`src/rtl/spi_apb_arbiter.sv`:
```
// -----------------------------------------------------------------------------
// spi_apb_arbiter
//
// Shares one APB-attached SPI master between two requesters. Each requester
// posts a 32-bit word and a target slave select. The arbiter picks a winner
// round-robin and runs one APB write followed by one APB read. It then returns
// the received word together with a one-cycle done pulse. If an APB access
// phase waits TIMEOUT cycles without PREADY, the transaction is aborted: done
// and err pulse together and rdata is forced to zero.
//
// Ports
//   PCLK, PRESET      clock; synchronous active-high reset
//   req0/req1         transfer request, held until the matching done pulse
//   tgt0/tgt1         target slave (0 = ss0, 1 = ss1)
//   wdata0/wdata1     transmit word
//   gnt0/gnt1         requester currently owns the SPI master
//   done0/done1       one-cycle completion pulse
//   rdata             received word, valid while a done pulse is high
//   err               one-cycle timeout pulse, coincident with done
//   PSEL..PWDATA      APB master request side
//   PREADY, PRDATA    APB master response side
//
// All outputs are registered. They are decoded from the next state, so each
// output lines up with the state it belongs to.
// -----------------------------------------------------------------------------
module spi_apb_arbiter #(
    parameter int unsigned TIMEOUT = 255
) (
    input  logic        PCLK,
    input  logic        PRESET,
    input  logic        req0,
    input  logic        req1,
    input  logic        tgt0,
    input  logic        tgt1,
    input  logic [31:0] wdata0,
    input  logic [31:0] wdata1,
    output logic        gnt0,
    output logic        gnt1,
    output logic        done0,
    output logic        done1,
    output logic [31:0] rdata,
    output logic        err,
    output logic        PSEL,
    output logic        PENABLE,
    output logic        PWRITE,
    output logic [2:0]  PADDR,
    output logic [31:0] PWDATA,
    input  logic        PREADY,
    input  logic [31:0] PRDATA
);

    // The counter only needs to reach TIMEOUT-1: the edge that would take it
    // to TIMEOUT is the timeout edge itself.
    localparam int unsigned CntW = (TIMEOUT < 2) ? 1 : $clog2(TIMEOUT);
    localparam logic [CntW-1:0] CntLast = CntW'(TIMEOUT - 1);

    typedef enum logic [2:0] {
        IDLE,
        WR_SETUP,
        WR_ACCESS,
        RD_SETUP,
        RD_ACCESS,
        DONE
    } state_t;

    state_t            r_state;
    logic              r_owner;      // 0 = requester 0, 1 = requester 1
    logic              r_tgt;
    logic [31:0]       r_wdata;
    logic              r_rr_last;    // requester served last; reset value favours req0
    logic [CntW-1:0]   r_wait_cnt;
    logic [31:0]       r_rdata;
    logic              r_err;
    logic              r_gnt0;
    logic              r_gnt1;
    logic              r_done0;
    logic              r_done1;
    logic              r_psel;
    logic              r_penable;
    logic              r_pwrite;
    logic [2:0]        r_paddr;
    logic [31:0]       r_pwdata;

    state_t            w_state_nxt;
    logic              w_owner_nxt;
    logic              w_tgt_nxt;
    logic [31:0]       w_wdata_nxt;
    logic              w_rr_last_nxt;
    logic [CntW-1:0]   w_cnt_nxt;
    logic [31:0]       w_rdata_nxt;
    logic              w_err_nxt;
    logic              w_win;
    logic              w_timeout;
    logic              w_busy;

    // With both requests pending, the requester not served last wins.
    assign w_win     = (req0 && req1) ? ~r_rr_last : req1;
    assign w_timeout = (r_wait_cnt == CntLast);

    always_comb begin
        w_state_nxt   = r_state;
        w_owner_nxt   = r_owner;
        w_tgt_nxt     = r_tgt;
        w_wdata_nxt   = r_wdata;
        w_rr_last_nxt = r_rr_last;
        w_cnt_nxt     = r_wait_cnt;
        w_rdata_nxt   = r_rdata;
        w_err_nxt     = 1'b0;

        case (r_state)
            IDLE: begin
                if (req0 || req1) begin
                    w_owner_nxt = w_win;
                    w_tgt_nxt   = w_win ? tgt1 : tgt0;
                    w_wdata_nxt = w_win ? wdata1 : wdata0;
                    w_state_nxt = WR_SETUP;
                end
            end
            WR_SETUP: begin
                w_cnt_nxt   = '0;
                w_state_nxt = WR_ACCESS;
            end
            WR_ACCESS: begin
                if (PREADY) begin
                    w_state_nxt = RD_SETUP;
                end else if (w_timeout) begin
                    // Abort skips the read phase entirely.
                    w_rdata_nxt = 32'h0;
                    w_err_nxt   = 1'b1;
                    w_state_nxt = DONE;
                end else begin
                    w_cnt_nxt = r_wait_cnt + 1'b1;
                end
            end
            RD_SETUP: begin
                w_cnt_nxt   = '0;
                w_state_nxt = RD_ACCESS;
            end
            RD_ACCESS: begin
                if (PREADY) begin
                    w_rdata_nxt = PRDATA;
                    w_state_nxt = DONE;
                end else if (w_timeout) begin
                    w_rdata_nxt = 32'h0;
                    w_err_nxt   = 1'b1;
                    w_state_nxt = DONE;
                end else begin
                    w_cnt_nxt = r_wait_cnt + 1'b1;
                end
            end
            DONE: begin
                w_rr_last_nxt = r_owner;
                w_state_nxt   = IDLE;
            end
            default: begin
                w_state_nxt = IDLE;
            end
        endcase
    end

    assign w_busy = (w_state_nxt != IDLE);

    always_ff @(posedge PCLK) begin
        if (PRESET) begin
            r_state    <= IDLE;
            r_owner    <= 1'b0;
            r_tgt      <= 1'b0;
            r_wdata    <= 32'h0;
            r_rr_last  <= 1'b1;
            r_wait_cnt <= '0;
            r_rdata    <= 32'h0;
            r_err      <= 1'b0;
            r_gnt0     <= 1'b0;
            r_gnt1     <= 1'b0;
            r_done0    <= 1'b0;
            r_done1    <= 1'b0;
            r_psel     <= 1'b0;
            r_penable  <= 1'b0;
            r_pwrite   <= 1'b0;
            r_paddr    <= 3'b000;
            r_pwdata   <= 32'h0;
        end else begin
            r_state    <= w_state_nxt;
            r_owner    <= w_owner_nxt;
            r_tgt      <= w_tgt_nxt;
            r_wdata    <= w_wdata_nxt;
            r_rr_last  <= w_rr_last_nxt;
            r_wait_cnt <= w_cnt_nxt;
            r_rdata    <= w_rdata_nxt;
            r_err      <= w_err_nxt;
            r_gnt0     <= w_busy && !w_owner_nxt;
            r_gnt1     <= w_busy && w_owner_nxt;
            r_done0    <= (w_state_nxt == DONE) && !w_owner_nxt;
            r_done1    <= (w_state_nxt == DONE) && w_owner_nxt;
            r_psel     <= w_busy && (w_state_nxt != DONE);
            r_penable  <= (w_state_nxt == WR_ACCESS) || (w_state_nxt == RD_ACCESS);
            r_pwrite   <= (w_state_nxt == WR_SETUP) || (w_state_nxt == WR_ACCESS);
            r_paddr    <= w_busy ? (w_tgt_nxt ? 3'b010 : 3'b100) : 3'b000;
            r_pwdata   <= w_busy ? w_wdata_nxt : 32'h0;
        end
    end

    assign gnt0    = r_gnt0;
    assign gnt1    = r_gnt1;
    assign done0   = r_done0;
    assign done1   = r_done1;
    assign rdata   = r_rdata;
    assign err     = r_err;
    assign PSEL    = r_psel;
    assign PENABLE = r_penable;
    assign PWRITE  = r_pwrite;
    assign PADDR   = r_paddr;
    assign PWDATA  = r_pwdata;

endmodule

```
`config.mk`:
```
export PLATFORM = sky130hd
export DESIGN_NAME = spi_apb_arbiter
export DESIGN_NICKNAME = d
export VERILOG_FILES = /design/src/rtl/spi_apb_arbiter.sv
export SDC_FILE = /design/constraint.sdc
export NUM_CORES = 1
export LEC_CHECK = 0
export CAP_MARGIN = 40
export CORE_UTILIZATION = 40
export DETAILED_ROUTE_END_ITERATION = 6
export PLACE_DENSITY = 0.74
export SYNTH_ARGS = -nofsm -noshare
export SYNTH_HDL_FRONTEND = slang
export SYNTH_SLANG_ARGS = --single-unit
```
`constraint.sdc`:
```
create_clock -name PCLK -period 5.56 [get_ports PCLK]
set_clock_uncertainty 0.15 [all_clocks]
set_input_delay 0.834 -clock PCLK [delete_from_list [all_inputs] [get_ports PCLK]]
set_output_delay 0.834 -clock PCLK [all_outputs]
set_load 0.005 [all_outputs]
```
; ---- Yosys cells after proc, flatten, opt, wreduce, memory -nomap -nowiden
; Cells that the tools add are included.
[totals]
out_inout_bits = 75
input_bits = 103
wordCells = 78
regBits = 121
[classes]
eq_ne = 14
n_addsub = 1
muxes = 23
n_bitwise = 3
reduce_logical = 20
[op_table]
columns = operator, count
row1 = $mux 32, 6
row2 = $pmux 32 s2, 1
row3 = $mux 8, 2
row4 = $pmux 8 s2, 1
row5 = $mux 3, 5
row6 = $pmux 3 s5, 1
row7 = $eq 3x3->1 const B, 4
row8 = $eq 3x2->1 const B, 3
row9 = $add 8x1->8 const B, 1
row10 = $eq 8x8->1 const B, 1
row11 = $mux 1, 7
row12 = $eq 3x1->1 const B, 2
row13 = $logic_and 1x1->1, 6
row14 = $ne 2x2->1 const B, 3
row15 = $reduce_or 2->1, 3
row16 = $reduce_bool 2->1, 2
row17 = $logic_not 3->1, 1
row18 = $logic_or 1x1->1, 3
row19 = $ne 3x3->1 const B, 1
row20 = $not 1->1, 3
row21 = $reduce_and 3->1, 1
row22 = $reduce_bool 3->1, 1
row23 = $reduce_or 3->1, 1
row24 = $reduce_and 2->1, 1
row25 = $logic_not 1->1, 1

; ---- Longest topological paths before layout
[logic_depth]
ltp_word = 7
depth_mapped = 7
mapped_depth_nobuf = 6

; ---- Worst setup path before layout
; OpenSTA, ideal clock, no wires.
[synth_path]
path_type = input to register
start = input port req1
end = register r_pwdata[27] (netlist: PWDATA[27])
path_slack_ns = 3.179
cell_stages = 7
t_required_ns = 5.295
arrival_ns = 2.117
setup_ns = 0.115
path_cell_list = or2_1 -> buf_6 -> and2_4 -> buf_6 -> or3_4 -> buf_6 -> and2_1
[synth_via]
elab_chain_len = 6
[synth_rtl]
columns = item, line_no
row1 = "start, declared", 32  ; input logic req1,
row2 = $logic_or 1x1->1, 112  ; if (req0 || req1) begin
row3 = $mux 3, 112
row4 = $pmux 3 s5, 110  ; case (r_state)
row5 = $reduce_bool 3->1, 161  ; assign w_busy = (w_state_nxt != IDLE);
row6 = $not 1->1 (no source line), -
row7 = $reduce_or 2->1 (no source line), -
row8 = "end signal, assigned", 199  ; r_pwdata <= w_busy ? w_wdata_nxt : 32'h0;
row9 = "end, declared", 82  ; logic [31:0] r_pwdata;
; Several ways; a longest one is shown, not always the timed one.
; A chain may end at the register's enable or synchronous reset.

; ---- Final worst setup path
[layout_path]
start = input port req0
end = register r_paddr[2] (netlist: PADDR[2])
[layout_via]
elab_chain_len = 6
[layout_rtl]
columns = item, line_no
row1 = "start, declared", 31  ; input logic req0,
row2 = $logic_or 1x1->1 / $logic_and 1x1->1 (equally long branches), "112, 97"
row3 = $mux 3 / $mux 1 (equally long branches), "112, 97"
row4 = $pmux 3 s5 / $mux 1 (equally long branches), "110, 114"
row5 = $reduce_bool 3->1 / $mux 1 (equally long branches), "161, 112"
row6 = $not 1->1 (no source line) / $mux 1 (equally long branches), -
row7 = $reduce_or 2->1 (no source line) / $mux 3 (equally long branches), -
row8 = "end signal, assigned", 198  ; r_paddr <= w_busy ? (w_tgt_nxt ? 3'b010 : 3'b100) : 3'b000;
row9 = "end, declared", 81  ; logic [2:0] r_paddr;
; Several ways; a longest one is shown, not always the timed one.

==> run_results.csv <==
group,metric,value,unit
floorplan,floorplan.die.width,108,um
setup_path,worstPathMaxFanout,36,
placed_design,place.port_buffers,176,
clocking,clkLatencyLatePin,500,ps
power_and_ir_drop,power.density,373,mW/mm^2
sta,final-hold-violation-count,0,
synth,synth-async-reset-ratio,0,%
clocking,cts_root_cell,"sky130_fd_sc_hd__clkbuf_8",
detailed_routing,routedWlPerCell,15.4,um
synth,synthMostInstantiatedCell,"sky130_fd_sc_hd__dfxtp_1",
synth,post_synth_instance_area,0.00446,mm^2
synth,synth_enable_flop_cells,0,
clocking,cts_hold_buffers,0,
hold_path,worst_hold_path_type,"flop to flop",
clocking,h_tree_depth,4,
detailed_routing,post_drt_via_cell_ratio,5.11,
sta,worst-slew-pin-transition,682,ps
power_and_ir_drop,irDropWorstVdd,0.208,mV
setup_path,timing_worst_setup_path_type,"primary input to flop",
setup_path,regToRegSetupSlack,3200,ps
setup_path,startpoint_type,"primary input",
clocking,cts_post_setup_buffers_inserted,0,
setup_path,critPathCaptureType,"flop",
detailed_routing,routed_wirelength,11300,um
setup_path,critical_path_required,5800,ps
sta,setup-tns-final,0,ps
outcome,status,"finished, final reports clean",
sta,report.final.setup_viol,0,
sta,maximum_clock_frequency,365,MHz
synth,synth-main-ff-cell,"sky130_fd_sc_hd__dfxtp_1",
synth,seq_area_frac_synth,53.9,%
detailed_routing,route.detailed.drc,0,
synth,yosysWarningCount,0,
synth,ys_types,45,
floorplan,design.portCount,178,
layout,final_net_count,687,
detailed_routing,route.vias.total,3748,
placed_design,routability_congestion,0.784,
sta,layout_worst_path_cycle_share,49.3,%
layout,area.growth.synth_to_final,53.5,%
layout,final_layout_size_suffix_gt1_share,7.91,%
grt,grt_start_max_net_pins,56,
floorplan,fp.dieArea,0.0116,mm^2
grt,first_global_vias,3675,
synth,synthesis.nets,522,
synth,synth_area_per_cell,10.7,um^2
clocking,cts_buffers,17,
floorplan,die_y,108,um
clocking,cts.reportedPaths.clkPinSlew,60,ps
setup_path,worst_ep_arrival_time,2980,ps
synth,synth.top_cell.area_share,53.9,%
clocking,cts-resized-gates,0,
synth,synth_area_leaders,"sky130_fd_sc_hd__dfxtp_1, sky130_fd_sc_hd__mux2i_1, sky130_fd_sc_hd__a22o_1",
synth,postSynthCellCount,417,
synth,ranking_of_synthesized_cells_by_instance_count,"sky130_fd_sc_hd__dfxtp_1, sky130_fd_sc_hd__a21oi_1, sky130_fd_sc_hd__mux2i_1",
clocking,cts_tree,"done",
clocking,clock-sinks,120,
sta,timing.max_slew.rel_slack,54.6,%
clocking,ctsLongestPathBuffers,2,
synth,synth.ff_latch_count,120,
synth,synth_area_leader_cell,"sky130_fd_sc_hd__dfxtp_1",
placed_design,detailed_place_hpwl,7790,um
detailed_routing,ant_nets,0,
floorplan,initial_utilization,41.1,%
detailed_routing,first_pass_iters,4,
sta,rsz0062_at_grt,"no",
grt,grt_overflow,0,
layout,diodes,0,
sta,minimum_hold_slack,320,ps
power_and_ir_drop,power,2.55,mW
sta,slew_viol_final,0,
run,maxCapViolCount,0,
grt,grt_antenna_before_repair,0,
layout,filler_cell_count,897,
power_and_ir_drop,p_leak,2.56,nW
floorplan,core_area,0.0108,mm^2
detailed_routing,detailedRoute.firstIterationViolations,215,
floorplan,floorplan.rows,38,
sta,finalCriticalPeriod,2740,ps
grt,grtUsageTotal,19.7,%
grt,wire_length_of_the_first_global_routing_pass,17700,um
-- logic make-up after synthesis --
logic type	count (synthesis)	share of synthesized area, %
multiplexers	39	8.78
adder cells (fa/ha/maj)	2	0.561
other	1	0.0841
AO/OA/AOI/OAI	124	19.3
flip-flops	120	53.9
buffers and inverters	42	5.30
AND/OR/NAND/NOR	89	12.1
-- worst paths after layout --
| path | end | cells after the start | startpoint |
|---|---|---|---|
| hold reg to reg | rdata[3] | 1 | rdata[3] |
| setup reg to reg | PWDATA[7] | 5 | r_state[2] |
| setup / recovery | PADDR[2] | 6 | req0 |
| hold / removal | rdata[3] | 1 | rdata[3] |
-- area by class of cell --
cell class	instances	area [um^2]	share of cell area [%]
Clock buffer	18	428	6.25
Clock inverter	13	170	2.49
Inverter	6	22.5	0.329
Multi-Input combinational cell	255	1840	26.9
Sequential cell	120	2400	35.1
Tap cell	140	175	2.56
Timing Repair Buffer	182	1810	26.4
-- worst max-delay path, cell delays in order --
cell                              delay [ps]
sky130_fd_sc_hd__clkdlybuf4s50_1         460
sky130_fd_sc_hd__or2_1                   250
sky130_fd_sc_hd__buf_4                   250
sky130_fd_sc_hd__and2_4                  340
sky130_fd_sc_hd__or3_4                   580
sky130_fd_sc_hd__and3_1                  230
-- registers in the layout (all words and copies together), names as in the netlist --
signal,flops
gnt1,1
done1,1
PENABLE,1
PSEL,1
rdata,32
gnt0,1
r_wdata,32
r_wait_cnt,8
r_state,3
PWDATA,32
PADDR,2
r_rr_last,1
PWRITE,1
r_tgt,1
err,1
done0,1
r_owner,1
-- cells in the final DEF, fill, tap and decap left out, types with 2 or more instances in the layout --
cell type and count:
sky130_fd_sc_hd__clkdlybuf4s50_1 175, sky130_fd_sc_hd__dfxtp_1 120, sky130_fd_sc_hd__a21oi_1 42, sky130_fd_sc_hd__mux2i_1 38, sky130_fd_sc_hd__and2_1 34, sky130_fd_sc_hd__a211oi_1 33, sky130_fd_sc_hd__a22o_1 32, sky130_fd_sc_hd__clkbuf_16 16
sky130_fd_sc_hd__nand2_1 9, sky130_fd_sc_hd__nor3_1 7, sky130_fd_sc_hd__inv_1 6, sky130_fd_sc_hd__nor2_1 6, sky130_fd_sc_hd__or3_1 6, sky130_fd_sc_hd__nand3_1 5, sky130_fd_sc_hd__buf_4 5, sky130_fd_sc_hd__nand2b_1 4
sky130_fd_sc_hd__nor2b_1 4, sky130_fd_sc_hd__inv_6 4, sky130_fd_sc_hd__and3_1 3, sky130_fd_sc_hd__or4_1 3, sky130_fd_sc_hd__bufinv_16 3, sky130_fd_sc_hd__clkinvlp_4 3, sky130_fd_sc_hd__nand4_1 2, sky130_fd_sc_hd__o21ai_1 2
sky130_fd_sc_hd__o31ai_1 2, sky130_fd_sc_hd__o21ai_0 2, sky130_fd_sc_hd__ha_1 2, sky130_fd_sc_hd__clkbuf_8 2, sky130_fd_sc_hd__clkinv_4 2
-- per-stage QoR --
stage	instances	instance area (um^2)	worst slack, ps	util [%]
final	734	6850	2820	63.1
after global routing	734	6850	2790	63.1
after detailed placement	703	6250	2330	57.6
after floorplan	417	4460	3180	-
after global placement	702	6230	2330	57.5
after CTS	734	6850	2850	63.1
-- where the power goes --
group / switching (mW) / total (mW) / internal, mW
Sequential: 0.0387 / 1.00 / 0.962
Clock: 0.394 / 1.09 / 0.698
Combinational: 0.207 / 0.458 / 0.251
-- layer usage --
metal / routed length, um / GRT usage, % / vias to the layer above / share of wire (%)
li1: - / - / 1844 / -
met1: 5020 / 23.6 / 1740 / 44
met2: 5270 / 32.2 / 156 / 47
met3: 920 / 6.90 / 8 / 8.1
met4: 109 / 7.53 / 0 / 0.96
met5: 0 / 0 / - / 0
(Power assumes the default switching activity.)
